**config.mk**
```make
export PLATFORM = sky130hd
export DESIGN_NAME = fir_out_requant
export DESIGN_NICKNAME = d
export VERILOG_FILES = /design/src/rtl/fir_pkg.sv /design/src/rtl/fir_requant_fifo.sv /design/src/rtl/fir_out_requant.sv
export SDC_FILE = /design/constraint.sdc
export NUM_CORES = 1
export LEC_CHECK = 0
export ABC_AREA = 1
export ABC_CLOCK_PERIOD_IN_PS = 2300
export BUFFER_PORTS_ARGS = -buffer_cell sky130_fd_sc_hd__buf_2
export CAP_MARGIN = 5
export CORE_AREA = 2 2 130 132
export CTS_CLUSTER_DIAMETER = 30
export DETAILED_ROUTE_END_ITERATION = 12
export DIE_AREA = 0 0 132 134
export HOLD_SLACK_MARGIN = 0.08
export PLACE_DENSITY = 0.66
export SYNTH_ARGS = -nofsm -noshare
export SYNTH_HDL_FRONTEND = slang
export SYNTH_SLANG_ARGS = --single-unit
export TNS_END_PERCENT = 5
```
**constraint.sdc**
```tcl
create_clock -name clk -period 2.3 [get_ports clk]
set_input_delay 0.115 -clock clk [delete_from_list [all_inputs] [get_ports clk]]
set_output_delay 0.115 -clock clk [all_outputs]
set_load 0.01 [all_outputs]
```
**src/rtl/fir_pkg.sv**
```systemverilog
// Shared FIR datapath widths and the shift/clip helper used by the output requantizer.
package fir_pkg;

  localparam int DATA_IN_WIDTH_DEF  = 64;
  localparam int DATA_OUT_WIDTH_DEF = 16;

  // Helper operates on the rounded (one bit wider) accumulator and the default output width.
  localparam int REQ_IN_W  = DATA_IN_WIDTH_DEF + 1;
  localparam int REQ_OUT_W = DATA_OUT_WIDTH_DEF;

  localparam int SAT_CNT_WIDTH = 16;
  localparam int OVF_FLAG_WIDTH = 1;
  localparam int SAT_FLAG_WIDTH = 1;

  typedef struct packed {
    logic                        sat;
    logic signed [REQ_OUT_W-1:0] sample;
  } requant_t;

  // Arithmetic shift then clip to a signed out_w-bit range.
  function automatic requant_t requant_sat(input logic signed [REQ_IN_W-1:0] r,
                                           input int shift,
                                           input int out_w);
    logic signed [REQ_IN_W-1:0] q;
    logic signed [REQ_IN_W-1:0] hi;
    logic signed [REQ_IN_W-1:0] lo;
    logic        [REQ_IN_W-1:0] one;
    requant_t                   res;
    one = REQ_IN_W'(1);
    q   = r >>> shift;
    hi  = $signed((one << (out_w - 1)) - one);
    lo  = ~hi;
    res.sat    = 1'b0;
    res.sample = q[REQ_OUT_W-1:0];
    if (q > hi) begin
      res.sat    = 1'b1;
      res.sample = hi[REQ_OUT_W-1:0];
    end else if (q < lo) begin
      res.sat    = 1'b1;
      res.sample = lo[REQ_OUT_W-1:0];
    end
    return res;
  endfunction

endpackage

```
**src/rtl/fir_requant_fifo.sv**
```systemverilog
// Small synchronous FIFO with a registered head word; head holds its last value when drained.
module fir_requant_fifo #(
  parameter int WIDTH = 16,
  parameter int DEPTH = 4
) (
  input  logic             clk,
  input  logic             reset_n,
  input  logic             push,
  input  logic [WIDTH-1:0] push_data,
  input  logic             pop,
  output logic [WIDTH-1:0] head_data,
  output logic             full,
  output logic             empty
);

  localparam int PTR_W = $clog2(DEPTH);
  localparam int CNT_W = PTR_W + 1;

  logic [WIDTH-1:0] mem [DEPTH];
  logic [PTR_W-1:0] rd_ptr_reg;
  logic [PTR_W-1:0] wr_ptr_reg;
  logic [PTR_W-1:0] rd_ptr_inc;
  logic [CNT_W-1:0] count_reg;
  logic [WIDTH-1:0] head_reg;
  logic [WIDTH-1:0] head_next;
  logic             pop_ok;
  logic             push_ok;

  assign full      = (count_reg == CNT_W'(DEPTH));
  assign empty     = (count_reg == '0);
  assign pop_ok    = pop & ~empty;
  // A full FIFO still accepts a push when the head leaves in the same cycle.
  assign push_ok   = push & (~full | pop_ok);
  assign rd_ptr_inc = rd_ptr_reg + PTR_W'(1);
  assign head_data = head_reg;

  always_ff @(posedge clk) begin
    if (push_ok) begin
      mem[wr_ptr_reg] <= push_data;
    end
  end

  always_comb begin
    head_next = head_reg;
    if (pop_ok) begin
      if (count_reg > CNT_W'(1)) begin
        head_next = mem[rd_ptr_inc];
      end else if (push_ok) begin
        head_next = push_data;
      end
    end else if (push_ok && empty) begin
      head_next = push_data;
    end
  end

  always_ff @(posedge clk or negedge reset_n) begin
    if (!reset_n) begin
      rd_ptr_reg <= '0;
      wr_ptr_reg <= '0;
      count_reg  <= '0;
      head_reg   <= '0;
    end else begin
      head_reg <= head_next;
      if (pop_ok) begin
        rd_ptr_reg <= rd_ptr_inc;
      end
      if (push_ok) begin
        wr_ptr_reg <= wr_ptr_reg + PTR_W'(1);
      end
      case ({push_ok, pop_ok})
        2'b10:   count_reg <= count_reg + CNT_W'(1);
        2'b01:   count_reg <= count_reg - CNT_W'(1);
        default: count_reg <= count_reg;
      endcase
    end
  end

endmodule

```
**src/rtl/fir_out_requant.sv**
```systemverilog
// FIR output requantizer: round, shift, saturate, then buffer behind a valid/ready FIFO.
// Optional saturating clip counter on sat_count when FIR_REQUANT_SAT_CNT_EN is defined.
module fir_out_requant
  import fir_pkg::*;
#(
  parameter int DATA_IN_WIDTH  = DATA_IN_WIDTH_DEF,
  parameter int DATA_OUT_WIDTH = DATA_OUT_WIDTH_DEF,
  parameter int SHIFT          = 31,
  parameter int FIFO_DEPTH     = 4
) (
  input  logic                             clk,
  input  logic                             reset_n,
  input  logic                             in_valid,
  input  logic signed [DATA_IN_WIDTH-1:0]  data_in,
  output logic                             out_valid,
  input  logic                             out_ready,
  output logic signed [DATA_OUT_WIDTH-1:0] data_out,
  output logic                             sat_flag,
  output logic                             ovf_flag,
  input  logic                             flag_clear
`ifdef FIR_REQUANT_SAT_CNT_EN
  ,
  output logic [SAT_CNT_WIDTH-1:0]         sat_count
`endif
);

  localparam logic [DATA_IN_WIDTH:0] ROUND_INC = (DATA_IN_WIDTH+1)'(1) << (SHIFT - 1);

  logic                             v1_reg;
  logic signed [DATA_IN_WIDTH:0]    r_reg;
  logic signed [DATA_IN_WIDTH:0]    r_next;
  logic                             v2_reg;
  logic                             sat2_reg;
  logic signed [DATA_OUT_WIDTH-1:0] d2_reg;
  requant_t                         s2_res;
  logic                             fifo_full;
  logic                             fifo_empty;
  logic [DATA_OUT_WIDTH-1:0]        fifo_head;
  logic                             sat_evt;
  logic                             ovf_evt;
  logic                             sat_flag_reg;
  logic                             ovf_flag_reg;

  // One extra bit so the rounding increment never wraps the largest accumulator value.
  assign r_next = $signed({data_in[DATA_IN_WIDTH-1], data_in}) + $signed(ROUND_INC);
  assign s2_res = requant_sat(REQ_IN_W'(r_reg), SHIFT, DATA_OUT_WIDTH);

  always_ff @(posedge clk or negedge reset_n) begin
    if (!reset_n) begin
      v1_reg   <= 1'b0;
      r_reg    <= '0;
      v2_reg   <= 1'b0;
      sat2_reg <= 1'b0;
      d2_reg   <= '0;
    end else begin
      v1_reg   <= in_valid;
      r_reg    <= r_next;
      v2_reg   <= v1_reg;
      sat2_reg <= v1_reg & s2_res.sat;
      d2_reg   <= s2_res.sample[DATA_OUT_WIDTH-1:0];
    end
  end

  fir_requant_fifo #(
    .WIDTH (DATA_OUT_WIDTH),
    .DEPTH (FIFO_DEPTH)
  ) u_fifo (
    .clk       (clk),
    .reset_n   (reset_n),
    .push      (v2_reg),
    .push_data (d2_reg),
    .pop       (out_ready),
    .head_data (fifo_head),
    .full      (fifo_full),
    .empty     (fifo_empty)
  );

  assign out_valid = ~fifo_empty;
  assign data_out  = $signed(fifo_head);

  assign sat_evt = v2_reg & sat2_reg;
  // Full implies non-empty, so a ready consumer always frees a slot this cycle.
  assign ovf_evt = v2_reg & fifo_full & ~out_ready;

  always_ff @(posedge clk or negedge reset_n) begin
    if (!reset_n) begin
      sat_flag_reg <= 1'b0;
      ovf_flag_reg <= 1'b0;
    end else begin
      if (sat_evt) begin
        sat_flag_reg <= 1'b1;
      end else if (flag_clear) begin
        sat_flag_reg <= 1'b0;
      end
      if (ovf_evt) begin
        ovf_flag_reg <= 1'b1;
      end else if (flag_clear) begin
        ovf_flag_reg <= 1'b0;
      end
    end
  end

  assign sat_flag = sat_flag_reg;
  assign ovf_flag = ovf_flag_reg;

`ifdef FIR_REQUANT_SAT_CNT_EN
  logic [SAT_CNT_WIDTH-1:0] sat_cnt_reg;

  always_ff @(posedge clk or negedge reset_n) begin
    if (!reset_n) begin
      sat_cnt_reg <= '0;
    end else if (flag_clear) begin
      sat_cnt_reg <= sat_evt ? SAT_CNT_WIDTH'(1) : '0;
    end else if (sat_evt && (sat_cnt_reg != '1)) begin
      sat_cnt_reg <= sat_cnt_reg + SAT_CNT_WIDTH'(1);
    end
  end

  assign sat_count = sat_cnt_reg;
`endif

endmodule

```
* Yosys cells after proc, flatten, opt, wreduce, memory -nomap -nowiden
Memory sizes are Yosys's and may differ from the RTL's.
Index checks and enable logic that the tools add are counted.
W data, S select, Z words.
** Storage, ports and cells
- RAM bits :: 64
- Latch bits :: 0
- Output and inout bits :: 19
- Bits in read-only memories :: 0
- Memories kept :: 1
- Register bits :: 109
** Memories
- u_fifo.mem :: depth 4, width 16, read ports 1, clocked after memory_dff 0, write ports 1, RTL line fir_requant_fifo.sv:19 : logic [WIDTH-1:0] mem [DEPTH];
** Cells by class
- Add/subtract/negate cells :: 5
- Shift-type cells :: 0
- Eq/ne operators :: 4
- Reduce and logical (&&, ||, !) cells :: 7
- Magnitude comparators :: 3
- Bitwise logic cells :: 10
- Div/mod/pow operators :: 0
- Muxes and demuxes :: 12
- $mul :: 0
** Operators with widths (count)
- $add A64 B32 Y65 const B :: 1
- $mux W16 :: 4
- $gt A34 B16 Y1 const B :: 1
- $lt A34 B16 Y1 const B :: 1
- $mux W17 :: 2
- $reduce_bool A2 Y1 :: 4
- $and A1 B1 Y1 :: 6
- $pmux W3 S2 :: 1
- $mux W1 :: 5
- $add A2 B1 Y2 const B :: 2
- $add A3 B1 Y3 const B :: 1
- $eq A3 B3 Y1 const B :: 1
- $gt A3 B1 Y1 const B :: 1
- $logic_not A3 Y1 :: 1
- $ne A3 B3 Y1 const B :: 1
- $not A1 Y1 :: 3
- $sub A3 B1 Y3 const B :: 1
- $eq A2 B1 Y1 const B :: 1
- $eq A2 B2 Y1 const B :: 1
- $reduce_and A2 Y1 :: 1
- $logic_and A1 B1 Y1 :: 1
- $or A1 B1 Y1 :: 1

* Logic depth before layout (Yosys ltp)
Gate-level depths: netlist of run 1.
- Word-level depth :: 8
- Mapped depth :: 13

* Hierarchy
Synthesis of run 1 repeated with hierarchy kept, for this count alone.
** Second synthesis, totals
- Cell total of the unflattened synthesis :: 733
- Area, all modules :: 6626.4 um^2
** Modules (own cells, without submodules)
- fir_requant_fifo :: cells an instance 399, area an instance 3946.3 um^2, instances 1, sequential area each 2497.4 um^2
- fir_out_requant :: cells an instance 334, area an instance 2680.1 um^2, instances 1, sequential area each 1376.3 um^2

* Worst setup path before layout of run 1
Ideal clock, no wire load.
- Path type :: register -> register
- Start :: register u_fifo.count_reg[0]
- End :: memory u_fifo.mem[0][0] (enable)
- Cell stages (with the launch flop) :: 6
- Required time :: 1911 ps
- Arrival :: 1600 ps
- Library setup time :: 389 ps
- Path buffers :: 0
- Clock period less this slack :: 1988 ps
- Slack :: 312 ps
- Cell sequence :: dfrtp_1 > inv_1 > ha_1 > inv_2 > o31ai_4 > nor2_1
** Between the ends
- Cells in the longest elaborated chain, start to end :: 7
- Elaborated cells between the ends (all ways) :: 9
- Those cells by class :: eq/ne (1); mux (2); bitwise (5); reduce/logical (1)
** RTL lines
- from (decl) :: RTL line fir_requant_fifo.sv:23 : logic [CNT_W-1:0] count_reg;
- from (signal assigned) :: RTL line fir_requant_fifo.sv:71 : 2'b10: count_reg <= count_reg + CNT_W'(1);
- from (signal assigned) :: RTL line fir_requant_fifo.sv:72 : 2'b01: count_reg <= count_reg - CNT_W'(1);
- from (signal assigned) :: RTL line fir_requant_fifo.sv:73 : default: count_reg <= count_reg;
- $logic_not A3 Y1 :: RTL line fir_requant_fifo.sv:30 : assign empty = (count_reg == '0);
- $not A1 Y1 :: RTL line fir_requant_fifo.sv:31 : assign pop_ok = pop & ~empty;
- $and A1 B1 Y1 :: RTL line fir_requant_fifo.sv:31
- $or A1 B1 Y1 (*) :: RTL line fir_requant_fifo.sv:33 : assign push_ok = push & (~full | pop_ok);
- $and A1 B1 Y1 (*) :: RTL line fir_requant_fifo.sv:33
- $mux W1 (*) :: RTL line fir_requant_fifo.sv:38 : if (push_ok) begin
- $mux W1 (not written as such) (*) :: RTL line fir_requant_fifo.sv:39 : mem[wr_ptr_reg] <= push_data;
- to (decl) :: RTL line fir_requant_fifo.sv:19
Every way passes the cells marked *; elsewhere a longest branch is shown, timed or not.

* Worst setup path after layout of run 1
- Start :: register u_fifo.count_reg[1]
- End :: register u_fifo.count_reg[2]
** Between the ends
- Cells in the longest elaborated chain, start to end :: 7
- Elaborated cells between the ends (all ways) :: 13
- Those cells by class :: add/sub (2); eq/ne (3); mux (1); bitwise (5); reduce/logical (2)
** RTL lines
- $logic_not A3 Y1 (*) :: RTL line fir_requant_fifo.sv:30
- $not A1 Y1 (*) :: RTL line fir_requant_fifo.sv:31
- $and A1 B1 Y1 (*) :: RTL line fir_requant_fifo.sv:31
- via u_fifo.pop_ok :: RTL line fir_requant_fifo.sv:26 : logic pop_ok;
- $or A1 B1 Y1 :: RTL line fir_requant_fifo.sv:33
- $and A1 B1 Y1 :: RTL line fir_requant_fifo.sv:33
- $eq A2 B1 Y1 or $eq A2 B2 Y1 (tied branches) :: RTL line fir_requant_fifo.sv:70 : case ({push_ok, pop_ok})
- $pmux W3 S2 or $reduce_bool A2 Y1 (tied branches)
Mark *: on every way through the listed nets, which the timed path passes. The rest lies on a longest branch.
A chain may end at the register's enable or synchronous reset.

==> run_results.csv, run 1 <==
group,metric,value,unit
run_status,outcome,"finished, final reports clean",
die,fp.coreArea,16300,µm²
pwr,combPwrFrac,27.1,%
die,die_w,132,µm
clock_network,cts_buffers,17,
flow_run,max-cap-violations,0,
pwr,pwr-share-clk,33.2,%
setup_path,path_delay_family,"adder cells",
synth,yosys.area_share.adder,1.95,%
timing,rsz0062_at_grt,"false",
final_layout,syn_to_final_growth,25.3,%
pwr,p_seq_share,39.7,%
setup_path,rr_startpoint,"u_fifo.count_reg[1]$_DFFE_PN0P_",
clock_network,insertion_delay,0.41,ns
clock_network,clock_path_buffers,2,
clock_network,clock-sinks,142,
pwr,power_switching,2.76,mW
global_route,grt_use_total,16.3,%
synth,yosysSeqAreaShare,60.5,%
die,io_pins,88,
synth,yosysTopAreaCell,"dfrtp_1",
synth,synth-compound-area-share,4.22,%
worst_hold_path,holdCritPathClass,"primary input to async pin",
clock_network,cts_setup_buffers,0,
synth,synth_top_family_by_area,"simple AND/OR/NAND/NOR gates",
timing,hold_viol,0,
synth,ys_top_cells_by_area,"dfrtp_1 (30%), edfxtp_1 (30%), nand2_1 (16%)",
timing,fin_tns_setup,0,ns
clock_network,cts-root-buf,"clkbuf_16",
global_route,grt_start_max_net_pins,44,
synth,synth.yosys.warnings,0,
detailed_routing,via_per_inst,4.58,
detailed_routing,drt-total-wl,13.7,mm
synth,async_reset_ff_share,54.9,%
clock_network,clk_pin_slew,0.06,ns
final_layout,layout-drive-gt1-share,15.2,%
final_layout,antenna_cells,0,
final_layout,num-nets-final,884,
timing,fmax,508,MHz
final_layout,final_util,49.3,%
place,dp_slack,0.358,ns
synth,synth_xor_xnor_area_share,3.69,%
setup_path,critPathMaxFanout,4,
timing,setup_violations,0,
synth,synthMuxAreaShare,0,%
setup_path,crit_path_max_incr_delay,0.41,ns
timing,setup_slack,0.330,ns
detailed_routing,ant_nets,0,
detailed_routing,dr.pass1.iters,4,
global_route,antenna_found_initial,0,
setup_path,slowest_stage,"dfrtp_1",
timing,max_slew_margin,59.7,%
detailed_routing,post_drt_wl_per_cell,13.2,µm
setup_path,crit_path_end_kind,"register",
final_layout,largest_reg_flops,64,
setup_path,cp-start-kind,"register",
setup_path,rr_worst_depth,12,
setup_path,crit_buf_inv,5,
die,die_area,17700,µm²
die,die_h,134,µm
synth,syn_inst,691,
synth,synth_seq_cells,142,
global_route,grt_pass1_wl,22.2,mm
die,start_util,39.3,%
timing,period_share,85.7,%
pwr,power.leakage,3.60,nW
setup_path,worstReg2RegEnd,"u_fifo.count_reg[2]$_DFFE_PN0P_",
synth,synth_edf_count,64,
place,gp_congestion,0.900,
clock_network,cts.htree.levels,4,
setup_path,crit_type,"register to register",
detailed_routing,drtIter0Drc,271,
synth,yosys.area_share.simple,25.4,%
timing,period_needed,1.97,ns
synth,synth_nets,770,
pwr,powerDensity,1080,nW/µm²
setup_path,required,2.60,ns
setup_path,startpoint,"u_fifo.count_reg[1]$_DFFE_PN0P_",
synth,syn_area,6410,µm²
timing,tightest_slew,0.600,ns
setup_path,cp_cell_sequence,"inv_1, ha_1, inv_2, nor2_4, inv_2, nand2_4, clkinv_4, ha_1, nor2_1, o21ai_0, xor2_1, inv_1",
synth,yosysTopAreaCellShare,30.5,%
synth,synth_cell_types,30,
synth,synth_most_common_cell,"nand2_1",
clock_network,cts_tree,"yes",
clock_network,cts_hold_buf,39,
detailed_routing,vias,4751,
die,core.rowCount,47,
pwr,p_int,5.95,mW
clock_network,post_cts_resized,0,
setup_path,r2r_slack,0.33,ns
synth,synth_common_cells,"nand2_1 (275), dfrtp_1 (78), nor2_1 (75)",
global_route,grt_overflow_total,0,
timing,clock_skew,0.00687,ns
synth,ys.flop_type,"dfrtp_1",
synth,postSynthAreaPerCell,9.27,µm²
setup_path,arrival,2.27,ns
pwr,ir_drop,0.000594,V
place,place_hpwl,9.30,mm
detailed_routing,drc_errors,0,
place,placement.io_buffers,57,
timing,timing.final.max_slew_violations,0,
global_route,grt_pass1_vias,4547,
pwr,switching_share,31.7,%
cell families after synthesis:
group | Yosys count
xor gates and xnor gates | 27
adders and majority gates | 10
and+or+nand+nor | 400
buffers and inverters | 63
DFF | 142
AOI/OAI and AO/OA | 49
layout by cell type, fill, tap and decap left out, drive strengths merged:
master	netlist	final
nand2	287	287
o31ai	1	1
edfxtp	64	64
nor3	4	4
xnor2	12	12
clkinv	1	3
bufinv	0	2
buf	10	72
o21ai	45	45
inv	46	48
xor2	15	15
dfrtp	78	78
nand3	20	20
nand4	1	1
ha	10	10
or2	1	1
and2	2	2
o22ai	1	1
nor2	76	76
clkbuf	6	26
a21oi	2	2
dlygate4sd3	0	39
nand3b	9	9
area by class of cell:
cell class	instances	area (µm²)
Inverter	47	181
Clock inverter	6	86.3
Clock buffer	26	564
Sequential cell	142	3870
Tap cell	220	275
Timing Repair Buffer	111	791
Multi-Input combinational cell	486	2260
Fill cell	1504	8260
how the worst max path moves through the flow:
stage | end | depth (start not counted)
floorplan | u_fifo.mem[0][0]$_DFFE_PP_ | 5
detailed placement | u_fifo.count_reg[2]$_DFFE_PN0P_ | 12
CTS | u_fifo.count_reg[2]$_DFFE_PN0P_ | 12
global route | u_fifo.count_reg[2]$_DFFE_PN0P_ | 12
global placement | u_fifo.count_reg[2]$_DFFE_PN0P_ | 12
finish | u_fifo.count_reg[2]$_DFFE_PN0P_ | 12
layer usage:
layer  GRT usage, %  part of all wire [%]  up-vias
met5              0                     0        -
met4           7.55                   2.3        0
met3           3.44                   4.5       26
met2           27.1                    48      160
met1           20.5                    46     2137
li1               -                     -     2428
metrics by stage:
| stage | instances | power, mW | instance area, µm² | hold slack, ns |
|---|---|---|---|---|
| 6_report | 1038 | 8.71 | 8030 | 0.220 |
| 5_1_grt | 1038 | 9.27 | 8030 | 0.298 |
| 4_1_cts | 1038 | 8.78 | 8030 | 0.245 |
| 3_5_place_dp | 967 | 5.82 | 6990 | 0.124 |
| 3_3_place_gp | 967 | 5.76 | 6990 | 0.127 |
| 2_1_floorplan | 691 | 5.06 | 6410 | -0.181 |
power groups by stage:
stage / clock (mW) / combinational [mW] / sequential, mW
final: 2.89 / 2.36 / 3.45
after global placement: 0 / 2.28 / 3.48
after detailed placement: 0 / 2.32 / 3.50
after global routing: 3.07 / 2.70 / 3.51
after floorplan: 0 / 1.56 / 3.50
after CTS: 2.94 / 2.38 / 3.46
No activity file was read; power rests on OpenSTA's default activity.
==> inputs of run 2 (changes only) <==
--- a/config.mk
+++ b/config.mk
@@ -9,13 +9,14 @@
 export ABC_CLOCK_PERIOD_IN_PS = 2300
 export BUFFER_PORTS_ARGS = -buffer_cell sky130_fd_sc_hd__buf_2
 export CAP_MARGIN = 5
-export CORE_AREA = 2 2 130 132
+export CORE_AREA = 2 2 132 134
 export CTS_CLUSTER_DIAMETER = 30
 export DETAILED_ROUTE_END_ITERATION = 12
-export DIE_AREA = 0 0 132 134
+export DIE_AREA = 0 0 134 136
 export HOLD_SLACK_MARGIN = 0.08
 export PLACE_DENSITY = 0.66
 export SYNTH_ARGS = -nofsm -noshare
 export SYNTH_HDL_FRONTEND = slang
+export SYNTH_HIERARCHICAL = 1
 export SYNTH_SLANG_ARGS = --single-unit
 export TNS_END_PERCENT = 5
==> run_results.csv, run 2 <==
group,metric,value,unit
die,die_h,136,µm
synth,async_reset_ff_share,54.9,%
setup_path,arrival,2.03,ns
final_layout,syn_to_final_growth,23.4,%
place,gp_congestion,0.923,
setup_path,crit_buf_inv,2,
setup_path,path_delay_family,"flip-flops",
clock_network,clock-sinks,142,
timing,tightest_slew,0.623,ns
clock_network,cts.htree.levels,4,
setup_path,slowest_stage,"dfrtp_1",
synth,synth.yosys.warnings,6,
synth,synth_common_cells,"nand2_1 (341), dfrtp_1 (78), nor2_1 (71)",
global_route,antenna_found_initial,0,
setup_path,crit_type,"register to register",
detailed_routing,via_per_inst,4.54,
timing,timing.final.max_slew_violations,0,
die,die_area,18200,µm²
final_layout,layout_commonest_cell,"nand2_1",
die,io_pins,88,
clock_network,cts-root-buf,"clkbuf_16",
timing,setup_violations,0,
detailed_routing,drc_errors,0,
final_layout,antenna_cells,0,
place,place_hpwl,10.2,mm
detailed_routing,post_drt_wl_per_cell,13.4,µm
pwr,power.leakage,3.75,nW
synth,postSynthAreaPerCell,9.04,µm²
final_layout,finalNonFillerCells,1082,
synth,yosysSeqAreaShare,58.5,%
clock_network,clk_pin_slew,0.06,ns
timing,period_needed,1.89,ns
timing,clock_skew,0.0104,ns
worst_hold_path,holdCritPathClass,"primary input to async pin",
die,fp.coreArea,16900,µm²
global_route,grt_start_max_net_pins,49,
detailed_routing,ant_nets,0,
timing,fin_tns_setup,0,ns
setup_path,critPathMaxFanout,16,
synth,synth_most_common_cell,"nand2_1",
pwr,powerDensity,1070,nW/µm²
clock_network,cts_tree,"yes",
setup_path,cp_cell_sequence,"inv_1, ha_1, nand2_1, o21ai_2, nor2_1, buf_4",
global_route,grt_pass1_wl,23.5,mm
synth,yosysTopAreaCell,"dfrtp_1",
synth,yosysTopAreaCellShare,29.5,%
setup_path,cp-start-kind,"register",
clock_network,cts_setup_buffers,0,
place,dp_cells,1010,
global_route,grt_use_total,16.9,%
setup_path,crit_path_max_incr_delay,0.43,ns
die,die_w,134,µm
detailed_routing,drt-total-wl,14.5,mm
detailed_routing,dr.pass1.iters,5,
timing,period_share,82.1,%
setup_path,required,2.44,ns
timing,fmax,529,MHz
final_layout,layout_common_cells,"nand2_1 (341), dfrtp_1 (78), nor2_1 (71), edfxtp_1 (64), buf_2 (56)",
synth,synth_cell_types,34,
clock_network,clock_path_buffers,2,
timing,rsz0062_at_grt,"false",
die,core.rowCount,48,
final_layout,largest_reg_flops,64,
clock_network,insertion_delay,0.41,ns
final_layout,layout-drive-gt1-share,15.2,%
synth,synth_nets,811,
die,start_util,39.3,%
clock_network,cts_buffers,17,
synth,ys.flop_type,"dfrtp_1",
clock_network,post_cts_resized,0,
pwr,ir_drop,0.000542,V
timing,timing.hold.ws,0.250,ns
timing,hold_viol,0,
detailed_routing,drtIter0Drc,293,
final_layout,num-nets-final,922,
synth,ys_top_cells_by_area,"dfrtp_1 (29%), edfxtp_1 (29%), nand2_1 (19%)",
global_route,grt_pass1_vias,4732,
synth,synth_edf_count,64,
timing,max_slew_margin,58.5,%
synth,synth_seq_cells,142,
detailed_routing,vias,4917,
run_status,outcome,"finished, final reports clean",
global_route,grt_overflow_total,0,
synth,syn_area,6630,µm²
clock_network,cts_hold_buf,40,
synth,syn_inst,733,
flow_run,max-cap-violations,0,
setup_path,crit_path_end_kind,"register",
place,placement.io_buffers,57,
## run 2: cell types whose count changed in the layout (fill, tap and decap cells not counted), moves of 3 or more
cell / change
buf_4: -4
inv_4: +3
nand2_1: +66
nand2_2: -3
nand3_1: +3
nor2_1: -4
nor2_2: +4
o21ai_0: -23
o21ai_1: -4
xnor2_1: -4
xor2_1: +3
## run 2: report_power, final
group          internal, mW  total, mW  leakage, nW  switching (mW)
sequential             3.18       3.41         1.48           0.232
combinational         0.867       2.57         1.96            1.70
clock                  1.72       2.74        0.307            1.02
total                  5.76       8.71         3.75            2.95
## run 2: layout make-up
class	instances	area, µm²
clock inverters	10	96.3
repair buffers	108	771
well taps	225	282
flip-flops and latches	142	3870
inverters	48	188
clock buffers	22	518
fillers	1577	8700
multi-input cells	527	2450
## run 2: path summary, 6_finish.rpt
| check | start | end | slack (ns) | cells past startpoint |
|---|---|---|---|---|
| setup / recovery | u_fifo/count_reg[0]$_DFFE_PN0P_ | u_fifo/mem[1][14]$_DFFE_PP_ | 0.41 | 6 |
| hold / removal | reset_n | u_fifo/head_data[12]$_DFFE_PN0P_ | 0.25 | 2 |
| setup reg to reg | u_fifo/count_reg[0]$_DFFE_PN0P_ | u_fifo/mem[1][14]$_DFFE_PP_ | 0.41 | 6 |
| hold reg to reg | v1_reg$_DFF_PN0_ | v2_reg$_DFF_PN0_ | 0.38 | 0 |
| max in group asynchronous | reset_n | u_fifo/head_data[11]$_DFFE_PN0P_ | 1.40 | 3 |
| min in group clk | in_valid | v1_reg$_DFF_PN0_ | 0.35 | 2 |
## run 2: layer usage
layer / GRT usage (%) / up-vias / share of wire (%)
met5: 0 / - / 0
met4: 6.62 / 0 / 1.7
met3: 3.69 / 21 / 4.6
met2: 29.5 / 136 / 50
met1: 20.4 / 2238 / 44
li1: - / 2522 / -
## run 2: kinds of logic after synthesis
| kind of cell | share of synthesized area [%] |
|---|---|
| DFF | 58.5 |
| buffers and inverters | 4.61 |
| AOI/OAI and AO/OA | 1.83 |
| and+or+nand+nor | 30.0 |
| xor gates and xnor gates | 3.44 |
| adders and majority gates | 1.70 |
## run 2: metrics by stage
step	worst slack, ns	utilization, %	total power, mW	cell area [µm²]
2_1_floorplan	0.207	-	5.27	6630
3_3_place_gp	0.432	42.4	5.93	7160
3_5_place_dp	0.428	42.4	5.98	7160
4_1_cts	0.416	48.4	8.79	8180
5_1_grt	0.282	48.4	9.27	8180
6_report	0.411	48.4	8.71	8180
==> inputs of run 3 (changes only) <==
--- a/config.mk
+++ b/config.mk
@@ -6,7 +6,7 @@
 export NUM_CORES = 1
 export LEC_CHECK = 0
 export ABC_AREA = 1
-export ABC_CLOCK_PERIOD_IN_PS = 2300
+export ABC_CLOCK_PERIOD_IN_PS = 1600
 export BUFFER_PORTS_ARGS = -buffer_cell sky130_fd_sc_hd__buf_2
 export CAP_MARGIN = 5
 export CORE_AREA = 2 2 132 134
@@ -14,7 +14,7 @@
 export DETAILED_ROUTE_END_ITERATION = 12
 export DIE_AREA = 0 0 134 136
 export HOLD_SLACK_MARGIN = 0.08
-export PLACE_DENSITY = 0.66
+export PLACE_DENSITY = 0.68
 export SYNTH_ARGS = -nofsm -noshare
 export SYNTH_HDL_FRONTEND = slang
 export SYNTH_HIERARCHICAL = 1
==> constraint.sdc (replaced) <==
create_clock -name clk -period 1.6 [get_ports clk]
set_input_delay 0.08 -clock clk [delete_from_list [all_inputs] [get_ports clk]]
set_output_delay 0.08 -clock clk [all_outputs]
set_load 0.01 [all_outputs]
==> run_results.csv, run 3 (same netlist as run 2, synthesis figures left out) <==
group,metric,value,unit
setup_path,arrival,1.82,ns
timing,max_slew_margin,72.0,%
detailed_routing,drt-total-wl,14.8,mm
timing,fin_tns_setup,0,ns
place,dp_slack,-0.0475,ns
global_route,grt_pass1_vias,4883,
flow_run,max-cap-violations,0,
final_layout,syn_to_final_growth,27.4,%
global_route,grt_pass1_wl,23.6,mm
setup_path,cp_cell_sequence,"buf_4, ha_4, nand2_1, nand2_2, nor2_8, clkbuf_16, nor2_4, nand2_1, nand2_1",
place,gp_congestion,0.909,
detailed_routing,drtIter0Drc,433,
setup_path,cpMostUsedCell,"nand2_1",
detailed_routing,post_drt_wl_per_cell,13.5,µm
place,place_hpwl,9.88,mm
setup_path,crit_type,"register to register",
timing,setup_violations,0,
global_route,antenna_found_initial,0,
timing,timing.final.max_slew_violations,0,
timing,hold_viol,0,
setup_path,rr_worst_depth,9,
die,die_area,18200,µm²
detailed_routing,drc_errors,0,
detailed_routing,ant_nets,0,
timing,fmax,655,MHz
final_layout,antenna_cells,0,
timing,clock_skew,0.00598,ns
pwr,powerDensity,1540,nW/µm²
timing,period_share,95.5,%
pwr,power.leakage,3.83,nW
final_layout,largest_reg_flops,64,
clock_network,insertion_delay,0.41,ns
die,core.rowCount,48,
final_layout,layout_common_cells,"nand2_1 (339), dfrtp_1 (78), nor2_1 (67), edfxtp_1 (64), buf_2 (56)",
detailed_routing,via_per_inst,4.56,
clock_network,cts_tree,"yes",
die,die_h,136,µm
clock_network,cts-root-buf,"clkbuf_16",
setup_path,cp-start-kind,"register",
die,fp.coreArea,16900,µm²
detailed_routing,vias,4988,
place,placement.io_buffers,57,
clock_network,cts_buffers,17,
worst_hold_path,holdCritPathClass,"primary input to async pin",
global_route,grt_overflow_total,0,
pwr,ir_drop,0.000649,V
clock_network,clock_path_buffers,2,
timing,period_needed,1.53,ns
setup_path,critPathMaxFanout,8,
clock_network,clock-sinks,142,
clock_network,cts.htree.levels,4,
die,start_util,39.3,%
setup_path,required,1.89,ns
clock_network,clk_pin_slew,0.05,ns
timing,setup_slack,0.0724,ns
die,die_w,134,µm
die,io_pins,88,
final_layout,layout_commonest_cell,"nand2_1",
setup_path,crit_path_end_kind,"register",
setup_path,slowest_stage,"dfrtp_1",
global_route,grt_use_total,16.9,%
final_layout,num-nets-final,934,
setup_path,crit_path_max_incr_delay,0.38,ns
run_status,outcome,"finished, final reports clean",
global_route,grt_start_max_net_pins,49,
final_layout,layout-drive-gt1-share,17.3,%
detailed_routing,dr.pass1.iters,6,
timing,tightest_slew,0.421,ns
[run 3: repair_timing]
item	4_1_cts	5_1_grt
hold buffers	39	0
gates cloned	0	3
setup buffers	5	1
resized for setup	3	7
pin swaps	4	9
setup endpoints to repair	68	81
endpoints found under the hold margin	115	0
[run 3: cell type report]
cell class                 count  area [µm²]
sequential                   142        3870
fill                        1496        8440
clock buffer                  23         489
tap                          225         282
inverter                      48         188
clock inverter                 9        82.6
timing repair buffer         118         977
multi-input combinational    529        2550
[run 3: power by group]
part           total (mW)  switching (mW)  internal, mW
Clock                3.69            1.38          2.31
Combinational        4.45            2.73          1.72
Sequential           4.87           0.307          4.57
[run 3: worst max-delay path: cells and delay by family, from the launching register on]
kind	cells	cell delay (ns)
simple gates	6	0.51
flops	1	0.38
buf+inv	2	0.36
fa+ha+maj	1	0.16
[run 3: routing by layer]
metal	global-route usage [%]	wire length [µm]	up-vias	part of all wire (%)
met5	0	0	-	0
met4	6.32	281	0	1.9
met3	4.70	792	16	5.3
met2	28.6	7270	150	49
met1	20.8	6460	2273	44
li1	-	-	2549	-
[run 3: metrics by stage]
stage	area [µm²]	utilization [%]	hold slack, ns	cells	power, mW
after detailed placement	7280	43.2	0.0478	1014	8.87
after floorplan	6670	-	-0.216	733	7.64
after global placement	7280	43.2	0.0469	1014	8.77
final	8440	50.0	0.150	1094	13.0
after CTS	8350	49.5	0.160	1090	12.8
after global routing	8440	50.0	0.185	1094	13.8
[run 3: path summary, 6_finish.rpt]
| kind | start | endpoint | slack [ns] |
|---|---|---|---|
| setup / recovery | u_fifo/count_reg[0]$_DFFE_PN0P_ | u_fifo/head_data[13]$_DFFE_PN0P_ | 0.07 |
| hold / removal | reset_n | v1_reg$_DFF_PN0_ | 0.15 |
| setup reg to reg | u_fifo/count_reg[0]$_DFFE_PN0P_ | u_fifo/head_data[13]$_DFFE_PN0P_ | 0.07 |
| hold reg to reg | v1_reg$_DFF_PN0_ | v2_reg$_DFF_PN0_ | 0.38 |
| max in group asynchronous | reset_n | r_reg[32]$_DFF_PN0_ | 0.88 |
| min in group clk | in_valid | v1_reg$_DFF_PN0_ | 0.32 |
